File: config.mk
export PLATFORM = sky130hd
export DESIGN_NAME = booth_mul_scheduler
export DESIGN_NICKNAME = d
export VERILOG_FILES = /design/src/rtl/booth_sched_pkg.sv /design/src/rtl/booth_mul_scheduler_rr_arbiter.sv /design/src/rtl/booth_mul_scheduler.sv
export SDC_FILE = /design/constraint.sdc
export NUM_CORES = 1
export LEC_CHECK = 0
export BUFFER_PORTS_ARGS = -buffer_cell sky130_fd_sc_hd__buf_2
export CORE_ASPECT_RATIO = 1.4
export CORE_MARGIN = 3
export CORE_UTILIZATION = 48
export DETAILED_ROUTE_END_ITERATION = 12
export PLACE_DENSITY = 0.91
export SYNTH_ARGS = -nofsm -noshare
export SYNTH_HDL_FRONTEND = slang
export SYNTH_SLANG_ARGS = --single-unit
File: constraint.sdc
create_clock -name clk -period 7.3 [get_ports clk]
set_input_delay 0.365 -clock clk [delete_from_list [all_inputs] [get_ports clk]]
set_output_delay 0.365 -clock clk [all_outputs]
set_load 0.02 [all_outputs]
File: src/rtl/booth_sched_pkg.sv
// ---------------------------------------------------------------------------
// booth_sched_pkg
// Purpose : Shared definitions for the booth multiplier scheduler: FSM state
//           encoding and the default N / R / MUL_LAT values.
// Ports   : none (package).
// ---------------------------------------------------------------------------
package booth_sched_pkg;

  // Default operand width, requester count and booth latency.
  localparam int DEF_N       = 8;
  localparam int DEF_R       = 4;
  localparam int DEF_MUL_LAT = 6;

  typedef enum logic [1:0] {
    ST_IDLE   = 2'd0,
    ST_LAUNCH = 2'd1,
    ST_WAIT   = 2'd2,
    ST_RESP   = 2'd3
  } state_t;

endpackage

File: src/rtl/booth_mul_scheduler_rr_arbiter.sv
// ---------------------------------------------------------------------------
// rr_arbiter
// Purpose : Combinational round-robin arbiter. The requester just after ptr
//           has the highest priority, wrapping round to ptr itself last.
//           The pointer register lives in the parent.
// Ports   :
//   req   in  R    request vector
//   ptr   in  IDW  index of the most recently granted requester
//   grant out R    one-hot grant (all zero when no request)
// ---------------------------------------------------------------------------
module rr_arbiter #(
  parameter int R   = 4,
  parameter int IDW = $clog2(R)
) (
  input  logic [R-1:0]   req,
  input  logic [IDW-1:0] ptr,
  output logic [R-1:0]   grant
);

  // Two spare bits hold gi + R - 1 (at most 2R-2) without overflow.
  localparam int DW = IDW + 2;

  // Priority distance of each requester from the pointer: 0 = served next.
  logic [DW-1:0] w_dist [R];

  genvar gi, gj;
  generate
    for (gi = 0; gi < R; gi++) begin : g_dist
      logic [DW-1:0] w_raw;
      // (gi - ptr - 1) mod R, done without a divider so R need not be a
      // power of two.
      assign w_raw       = DW'(gi + R - 1) - DW'(ptr);
      assign w_dist[gi]  = (w_raw >= DW'(R)) ? (w_raw - DW'(R)) : w_raw;
    end

    for (gi = 0; gi < R; gi++) begin : g_grant
      logic [R-1:0] w_closer;
      // A requester wins unless some active requester is closer to the
      // pointer. Distances are unique, so at most one bit of grant is set.
      for (gj = 0; gj < R; gj++) begin : g_cmp
        assign w_closer[gj] = req[gj] && (w_dist[gj] < w_dist[gi]);
      end
      assign grant[gi] = req[gi] && !(|w_closer);
    end
  endgenerate

endmodule

File: src/rtl/booth_mul_scheduler.sv
// ---------------------------------------------------------------------------
// booth_mul_scheduler
// Purpose : Shares one fixed-latency radix-4 booth multiplier between R
//           requesters. Round-robin accept, operand latch, one-cycle start
//           pulse, fixed wait, then a result tagged with the requester id
//           held until the consumer takes it. One operation in flight.
// Optional: define BOOTH_SCHED_ZERO_BYPASS_EN to skip the multiplier when a
//           latched operand is zero (result 0, response two cycles after
//           accept, no start pulse).
// Ports   :
//   clk        in   1     rising-edge clock
//   rst_n      in   1     asynchronous active-low reset
//   req_valid  in   R     per-requester request, held until req_ready
//   req_ready  out  R     one-hot accept (combinational, IDLE only)
//   req_m      in   R*N   multiplicands, slice i = [i*N +: N]
//   req_q      in   R*N   multipliers,   slice i = [i*N +: N]
//   rsp_valid  out  1     result valid, held until rsp_ready
//   rsp_ready  in   1     consumer accepts result
//   rsp_id     out  IDW   owner of rsp_data
//   rsp_data   out  2N    signed product
//   mul_start  out  1     start pulse to the booth instance
//   mul_m      out  N     latched multiplicand to booth
//   mul_q      out  N     latched multiplier to booth
//   mul_ans    in   2N    booth product
//   busy       out  1     operation in progress
// ---------------------------------------------------------------------------
module booth_mul_scheduler
  import booth_sched_pkg::*;
#(
  parameter int  N       = DEF_N,
  parameter int  R       = DEF_R,
  parameter int  MUL_LAT = DEF_MUL_LAT,
  localparam int IDW     = $clog2(R)
) (
  input  logic             clk,
  input  logic             rst_n,
  input  logic [R-1:0]     req_valid,
  output logic [R-1:0]     req_ready,
  input  logic [R*N-1:0]   req_m,
  input  logic [R*N-1:0]   req_q,
  output logic             rsp_valid,
  input  logic             rsp_ready,
  output logic [IDW-1:0]   rsp_id,
  output logic [2*N-1:0]   rsp_data,
  output logic             mul_start,
  output logic [N-1:0]     mul_m,
  output logic [N-1:0]     mul_q,
  input  logic [2*N-1:0]   mul_ans,
  output logic             busy
);

  // Counter must hold MUL_LAT-1; +1 keeps the width non-zero for MUL_LAT=1.
  localparam int CW = $clog2(MUL_LAT + 1);

  state_t         r_state;
  state_t         w_state_next;
  logic [IDW-1:0] r_ptr;
  logic [IDW-1:0] r_id;
  logic [N-1:0]   r_m;
  logic [N-1:0]   r_q;
  logic [CW-1:0]  r_cnt;
  logic [2*N-1:0] r_rsp_data;
  logic           r_rsp_valid;

  logic [R-1:0]   w_grant;
  logic [IDW-1:0] w_gidx;
  logic [N-1:0]   w_sel_m;
  logic [N-1:0]   w_sel_q;
  logic           w_accept;
  logic           w_bypass;
  logic           w_mul_start;

  rr_arbiter #(
    .R   (R),
    .IDW (IDW)
  ) u_arb (
    .req   (req_valid),
    .ptr   (r_ptr),
    .grant (w_grant)
  );

  // One-hot grant -> index and operand mux.
  always_comb begin
    w_sel_m = '0;
    w_sel_q = '0;
    w_gidx  = '0;
    for (int i = 0; i < R; i++) begin
      if (w_grant[i]) begin
        w_sel_m = req_m[i*N +: N];
        w_sel_q = req_q[i*N +: N];
        w_gidx  = IDW'(i);
      end
    end
  end

  // The grant only asserts for an active request, so any grant in IDLE is
  // an accept.
  assign w_accept = (r_state == ST_IDLE) && (|w_grant);

`ifdef BOOTH_SCHED_ZERO_BYPASS_EN
  assign w_bypass = (r_m == '0) || (r_q == '0);
`else
  assign w_bypass = 1'b0;
`endif

  // State register.
  always_ff @(posedge clk or negedge rst_n) begin
    if (!rst_n) begin
      r_state <= ST_IDLE;
    end else begin
      r_state <= w_state_next;
    end
  end

  // Next state and the start pulse.
  always_comb begin
    w_state_next = r_state;
    w_mul_start  = 1'b0;
    case (r_state)
      ST_IDLE: begin
        if (w_accept) begin
          w_state_next = ST_LAUNCH;
        end
      end
      ST_LAUNCH: begin
        if (w_bypass) begin
          w_state_next = ST_RESP;
        end else begin
          w_mul_start  = 1'b1;
          w_state_next = ST_WAIT;
        end
      end
      ST_WAIT: begin
        if (r_cnt == '0) begin
          w_state_next = ST_RESP;
        end
      end
      ST_RESP: begin
        // rsp_valid is always high in RESP.
        if (rsp_ready) begin
          w_state_next = ST_IDLE;
        end
      end
      default: w_state_next = ST_IDLE;
    endcase
  end

  // Operand, id, pointer, counter and result registers.
  always_ff @(posedge clk or negedge rst_n) begin
    if (!rst_n) begin
      r_ptr       <= IDW'(R - 1);
      r_id        <= '0;
      r_m         <= '0;
      r_q         <= '0;
      r_cnt       <= '0;
      r_rsp_data  <= '0;
      r_rsp_valid <= 1'b0;
    end else begin
      case (r_state)
        ST_IDLE: begin
          if (w_accept) begin
            r_m   <= w_sel_m;
            r_q   <= w_sel_q;
            r_id  <= w_gidx;
            r_ptr <= w_gidx;
          end
        end
        ST_LAUNCH: begin
          r_cnt <= CW'(MUL_LAT - 1);
          if (w_bypass) begin
            r_rsp_data  <= '0;
            r_rsp_valid <= 1'b1;
          end
        end
        ST_WAIT: begin
          if (r_cnt != '0) begin
            r_cnt <= r_cnt - CW'(1);
          end else begin
            r_rsp_data  <= mul_ans;
            r_rsp_valid <= 1'b1;
          end
        end
        ST_RESP: begin
          if (rsp_ready) begin
            r_rsp_valid <= 1'b0;
          end
        end
        default: ;
      endcase
    end
  end

  assign req_ready = (r_state == ST_IDLE) ? w_grant : '0;
  assign rsp_valid = r_rsp_valid;
  assign rsp_id    = r_id;
  assign rsp_data  = r_rsp_data;
  assign mul_start = w_mul_start;
  assign mul_m     = r_m;
  assign mul_q     = r_q;
  assign busy      = (r_state != ST_IDLE);

endmodule

* Word-level counts from Yosys, hierarchy flattened
Index checks and enable logic that the tools add are counted.
Operators by class: multiplexer cells 26, magnitude comparators 20, reductions and logical operators 41, multipliers 0, equality and inequality tests 8, $add $sub $neg 9, shift-type cells 0, bitwise gates (word level) 1, divide/modulo/power cells 0
Operator list (number):
- less-than comparator 4 bit | 16
- 2-to-1 mux 8 bit | 8
- logical AND 1 bit | 21
- 2-to-1 mux 4 bit | 5
- OR reduction 4 bit | 5
- >= comparator 4 x 3 -> 1 bit, second input constant | 4
- subtractor 4 x 3 -> 4 bit, second input constant | 4
- subtractor 3 x 2 -> 4 bit, first input constant | 3
- 2-to-1 mux 2 bit | 5
- != test 2 bit, second input constant | 5
- case mux 2 bit (4 select lines) | 1
- case mux 3 bit (2 select lines) | 1
- AND reduction 2 bit | 3
- AND reduction 3 bit | 2
- nonzero test 2 bit | 3
- equality test 2 bit, second input constant | 2
- zero test 1 bit | 4
- 2-to-1 mux 1 bit | 4
- zero test 3 bit | 1
- 2-to-1 mux 3 bit | 1
- nonzero test 3 bit | 1
- subtractor 2 x 2 -> 3 bit, first input constant | 1
- subtractor 3 x 1 -> 3 bit, second input constant | 1
- equality test 2 x 1 -> 1 bit, second input constant | 1
- other kinds (3) | 3
Word-level totals: bits of input ports 87, latch bits 0, RAM bits 0, bits in read-only memories 0, register bits after elaboration 42, output and inout port bits 41, memories kept 0

* Longest topological paths before layout
word-level depth 12, gate-level depth with buffers 9

* Hierarchy
A second synthesis with hierarchy kept.
Second synthesis, totals: cell total of the unflattened synthesis 254, area total of the unflattened synthesis 2563.7 µm²
Modules (own cells, without submodules):
- booth_mul_scheduler | area each 2409.8 µm², instances 1, cells an instance 236, seq. area each 1053.5 µm²
- rr_arbiter | area each 153.9 µm², instances 1, cells an instance 18, seq. area each 0.0 µm²

* Worst setup path before layout
No wires, ideal clock.
path type flip-flop to flip-flop, start register r_ptr[1], end register r_state[1], library setup time 0.128 ns, arrival 2.156 ns, stages on the path, launching flop included 8, buffers on the path 0, period minus slack after synthesis 2.283 ns, setup slack 5.017 ns, data required time 7.172 ns, cells stage by stage dfstp_2 -> inv_1 -> ha_1 -> nor2b_1 -> a2111oi_4 -> nor2_1 -> a31oi_1 -> mux2_1
On the way: word-level cells in the longest chain between the ends 12
Ends and longest elaborated chain:
- from (decl) | RTL line booth_mul_scheduler.sv:57 | logic [IDW-1:0] r_ptr;
- from (signal assigned) | RTL line booth_mul_scheduler.sv:151 | r_ptr <= IDW'(R - 1);
- from (signal assigned) | RTL line booth_mul_scheduler.sv:165 | r_ptr <= w_gidx;
- subtractor 3 x 2 -> 4 bit / subtractor 2 x 2 -> 3 bit (equally long branches) | RTL line booth_mul_scheduler_rr_arbiter.sv:32 | assign w_raw = DW'(gi + R - 1) - DW'(ptr);
- subtractor 4 x 3 -> 4 bit / >= comparator 4 x 3 -> 1 bit (equally long branches) | RTL line booth_mul_scheduler_rr_arbiter.sv:33 | assign w_dist[gi] = (w_raw >= DW'(R)) ? (w_raw - DW'(R)) : w_raw;
- 2-to-1 mux 4 bit | RTL line booth_mul_scheduler_rr_arbiter.sv:33
- less-than comparator 4 bit | RTL line booth_mul_scheduler_rr_arbiter.sv:41 | assign w_closer[gj] = req[gj] && (w_dist[gj] < w_dist[gi]);
- logical AND 1 bit | RTL line booth_mul_scheduler_rr_arbiter.sv:41
- OR reduction 4 bit | RTL line booth_mul_scheduler_rr_arbiter.sv:43 | assign grant[gi] = req[gi] && !(|w_closer);
- zero test 1 bit | RTL line booth_mul_scheduler_rr_arbiter.sv:43
- logical AND 1 bit | RTL line booth_mul_scheduler_rr_arbiter.sv:43
- OR reduction 4 bit * | RTL line booth_mul_scheduler.sv:98 | assign w_accept = (r_state == ST_IDLE) && (|w_grant);
- logical AND 1 bit * | RTL line booth_mul_scheduler.sv:98
- != test 2 bit (no source line) *
- AND reduction 3 bit (no source line) *
- to (signal assigned) | RTL line booth_mul_scheduler.sv:111 | r_state <= w_state_next;
- to (decl) | RTL line booth_mul_scheduler.sv:55 | state_t r_state;
Every way passes the cells marked *; elsewhere a longest branch is shown, timed or not. A chain may end at the register's enable or synchronous reset.

* Worst setup path in the final report
start register r_ptr[1], end register r_m[7], in the netlist mul_m[7]
On the way: word-level cells in the longest chain between the ends 12
Ends and longest elaborated chain:
- subtractor 3 x 2 -> 4 bit / subtractor 2 x 2 -> 3 bit (equally long branches) | RTL line booth_mul_scheduler_rr_arbiter.sv:32
- subtractor 4 x 3 -> 4 bit / >= comparator 4 x 3 -> 1 bit (equally long branches) | RTL line booth_mul_scheduler_rr_arbiter.sv:33
- 2-to-1 mux 4 bit | RTL line booth_mul_scheduler_rr_arbiter.sv:33
- less-than comparator 4 bit | RTL line booth_mul_scheduler_rr_arbiter.sv:41
- logical AND 1 bit | RTL line booth_mul_scheduler_rr_arbiter.sv:41
- OR reduction 4 bit | RTL line booth_mul_scheduler_rr_arbiter.sv:43
- zero test 1 bit | RTL line booth_mul_scheduler_rr_arbiter.sv:43
- logical AND 1 bit | RTL line booth_mul_scheduler_rr_arbiter.sv:43
- 2-to-1 mux 8 bit (4 in a row) | RTL line booth_mul_scheduler.sv:88 | if (w_grant[i]) begin
- to (signal assigned) | RTL line booth_mul_scheduler.sv:162 | r_m <= w_sel_m;
- to (decl) | RTL line booth_mul_scheduler.sv:59 | logic [N-1:0] r_m;
Parallel ways exist; a longest one is shown, timed or not.

==> run_results.csv <==
group,metric,value,unit
timing,setup_viol,0,
clock_network,cts_tree,"built",
synthesis,ys_top_cells_by_count,"dfrtp_1, nor2_1, nand2_1",
synthesis,synth-main-ff-cell,"dfrtp_1",
route,dr.first_iter.drc_count,102,
global_routing,antenna_found_initial,0,
synthesis,synth_top_area_share,43.4,%
final_layout,synthToLayoutAreaGrowth,32.1,%
synthesis,yosys_warnings,0,
worst_setup_path,crit_path_cell_trace,"inv_1 > ha_1 > nor2b_1 > a2111oi_4 > o41a_1 > buf_4 > nor2_1 > a31oi_2",
route,avgViaCountPerCell,5.33,
global_routing,grtUsageMet3,2.70,%
synthesis,synth-edff-count,0,
synthesis,synth-adder-area-share,5.97,%
worst_setup_path,cp_slowest_cell,"a2111oi_4",
synthesis,avgSynthCellArea,10.4,µm²
global_routing,grt_util_met2,38.8,%
final_layout,seqCellArea,0.00105,mm²
floorplan,io_pins,128,
clock_network,clkLatencyLatePin,280,ps
worst_setup_path,crit_path_end_kind,"flop",
timing,max_freq,316,MHz
global_routing,track_usage,20.6,%
timing,hold_slack,205,ps
timing,finalCriticalPeriod,3170,ps
worst_setup_path,crit_type,"flop to flop",
timing,relSlewSlack,30.8,%
final_layout,utilization,66.6,%
power,power,1.30,mW
clock_network,clk_pin_slew_worst_paths,80,ps
synthesis,yosys_register_bits,42,
timing,setup_tns,0,ps
power,switching_power,0.581,mW
final_layout,drive_gt1_share,48.5,%
synthesis,synth_most_common_cell,"dfrtp_1",
synthesis,yosysSeqAreaShare,45.7,%
synthesis,netlist_instances,221,
power,internal_power,0.721,mW
final_layout,n_fill_cell,386,
route,num_vias,2166,
final_layout,n_antenna_cell,0,
synthesis,synthMuxAreaShare,8.74,%
placement,place_ws,4130,ps
power,leakage,1.48,nW
clock_network,cts_num_sinks,42,
placement,gp_congestion,0.831,
final_layout,final_cells,406,
global_routing,use_met1,22.9,%
synthesis,synth_xor_area_share,0,%
global_routing,grt_remaining_overflow,0,
global_routing,grt_pass1_vias,2096,
worst_setup_path,cp.depth,8,
worst_setup_path,worstPathRequired,7500,ps
hold_path,hp-class,"input port to asynchronous set/reset pin",
route,drc,0,
worst_setup_path,path_buf_inv,2,
floorplan,core-area,0.00457,mm²
clock_network,cts_buffers,5,
timing,final-hold-violation-count,0,
floorplan,fp.dieW,64.6,µm
clock_network,post_cts_buffers,0,
final_layout,multi_input_comb_area,0.00113,mm²
route,post_drt_wl_per_cell,14.5,µm
worst_setup_path,r2r_cells,8,
placement,hpwl,4720,µm
placement,portBuffers,127,
synthesis,async_flop_share,100,%
final_layout,final_cell_area,0.00305,mm²
worst_setup_path,cp_top_family,"compound AO/OA/AOI/OAI gates",
placement,placed_cells,398,
power,power_frac_seq,32.5,%
global_routing,grt_max_degree,43,
timing,rsz0062_at_grt,"false",
timing,tightestPinTransition,1040,ps
route,drtPass1Iterations,4,
synthesis,syn-num-nets,319,
timing,slew_viol_final,0,
worst_setup_path,startpoint_type,"flop",
power,clockPowerShare,11.7,%
clock_network,cts_resized,0,
final_layout,finalNetCount,441,
power,power_density,428,mW/mm²
timing,fin_ws,4130,ps
synthesis,synth.cell_area,0.00231,mm²
timing,min_period_over_period,43.4,%
run,cap_violations,0,
worst_setup_path,path_max_fanout,26,
synthesis,synth_area_leaders,"dfrtp_1, mux2_2, a221o_1",
worst_setup_path,arrival,3370,ps
floorplan,rows,29,
outcome,status,"complete, no violations",
clock_network,cts_buffer_depth,2,
placement,placed_cell_area,0.00295,mm²
power,comb_power_share,55.9,%
global_routing,grt_pass1_wl,9210,µm
floorplan,start_util,50.4,%
synthesis,synth_simple_gate_area_share,10.7,%
power,switching_share,44.6,%
global_routing,busiest_layer,"met2",
synthesis,synth_compound_area_share,23.4,%
timing,finClkSkew,3.61,ps
worst_setup_path,slowest_delay,930,ps
floorplan,die_height,88.0,µm
route,finalWirelength,5900,µm
power,vdd_drop_max,0.208,mV
synthesis,yosysUniqueCellTypes,30,
synthesis,yosysTopAreaCell,"dfrtp_1",
clock_network,cts_hold_buffers,0,
floorplan,dieArea,0.00568,mm²
clock_network,cts.htree.levels,2,
synthesis,synth_top_family_by_area,"compound AO/OA/AOI/OAI gates",
route,antenna_left,0,
clock_network,cts_root_buffer,"clkbuf_8",
-- state kept, by name (all words and copies together), names as in the netlist --
| register | flops |
|---|---|
| rsp_id | 2 |
| r_ptr | 2 |
| r_cnt | 3 |
| mul_m | 8 |
| rsp_data | 16 |
| r_state | 2 |
| mul_q | 8 |
| rsp_valid | 1 |
-- area by class of cell --
cell class                      instances  area share, %
Sequential cell                        42           34.6
Timing Repair Buffer                  128           21.1
Multi-Input combinational cell        153           37.0
Inverter                               13           1.60
Clock inverter                          2          0.411
Clock buffer                            6           2.71
Tap cell                               62           2.55
-- power groups by stage --
| stage | logic (mW) | clock network, mW | registers, mW |
|---|---|---|---|
| after detailed placement | 0.735 | 0 | 0.428 |
| after global placement | 0.706 | 0 | 0.421 |
| after floorplan | 0.404 | 0 | 0.544 |
| final | 0.727 | 0.152 | 0.423 |
| after CTS | 0.737 | 0.156 | 0.423 |
| after global routing | 0.805 | 0.168 | 0.437 |
-- layer usage --
layer / wire [µm] / share of wire (%)
met1: 2260 / 38
met2: 3150 / 53
met3: 356 / 6.0
met4: 136 / 2.3
met5: 0 / 0
-- placed cells by master, fill, tap and decap left out, types with 2 or more instances in the layout --
master and instances:
nor2b_1 4, and2_1 3, clkbuf_8 6, ha_1 11, a22oi_1 2, a21oi_1 2, o2111a_1 2, a31oi_1 8
o21ai_1 2, dfrtp_1 40, nand2b_1 2, a221o_1 15, buf_2 127, mux2_2 16, a31oi_2 10, inv_1 11
o21ai_0 22, nor2_1 24, dfstp_2 2, inv_2 2, nand2_1 23
-- path summary, 6_finish.rpt --
kind,slack (ps),startpoint,end
setup / recovery,4130,r_ptr[1],mul_m[7]
hold / removal,210,rst_n,rsp_data[7]
setup reg to reg,4130,r_ptr[1],mul_m[7]
hold reg to reg,500,rsp_data[11],rsp_data[11]
max in group asynchronous,6540,rst_n,mul_q[4]
min in group clk,310,mul_ans[12],rsp_data[12]
-- cell families (layout without fill, tap and decap cells) --
logic type / Yosys count / in the layout
AO/OA/AOI/OAI: 66 / 66
AND/OR/NAND/NOR: 58 / 58
flip-flops: 42 / 42
buffers and inverters: 26 / 149
multiplexers: 18 / 18
adder cells (fa/ha/maj): 11 / 11
No activity file was read; power rests on OpenSTA's default activity.
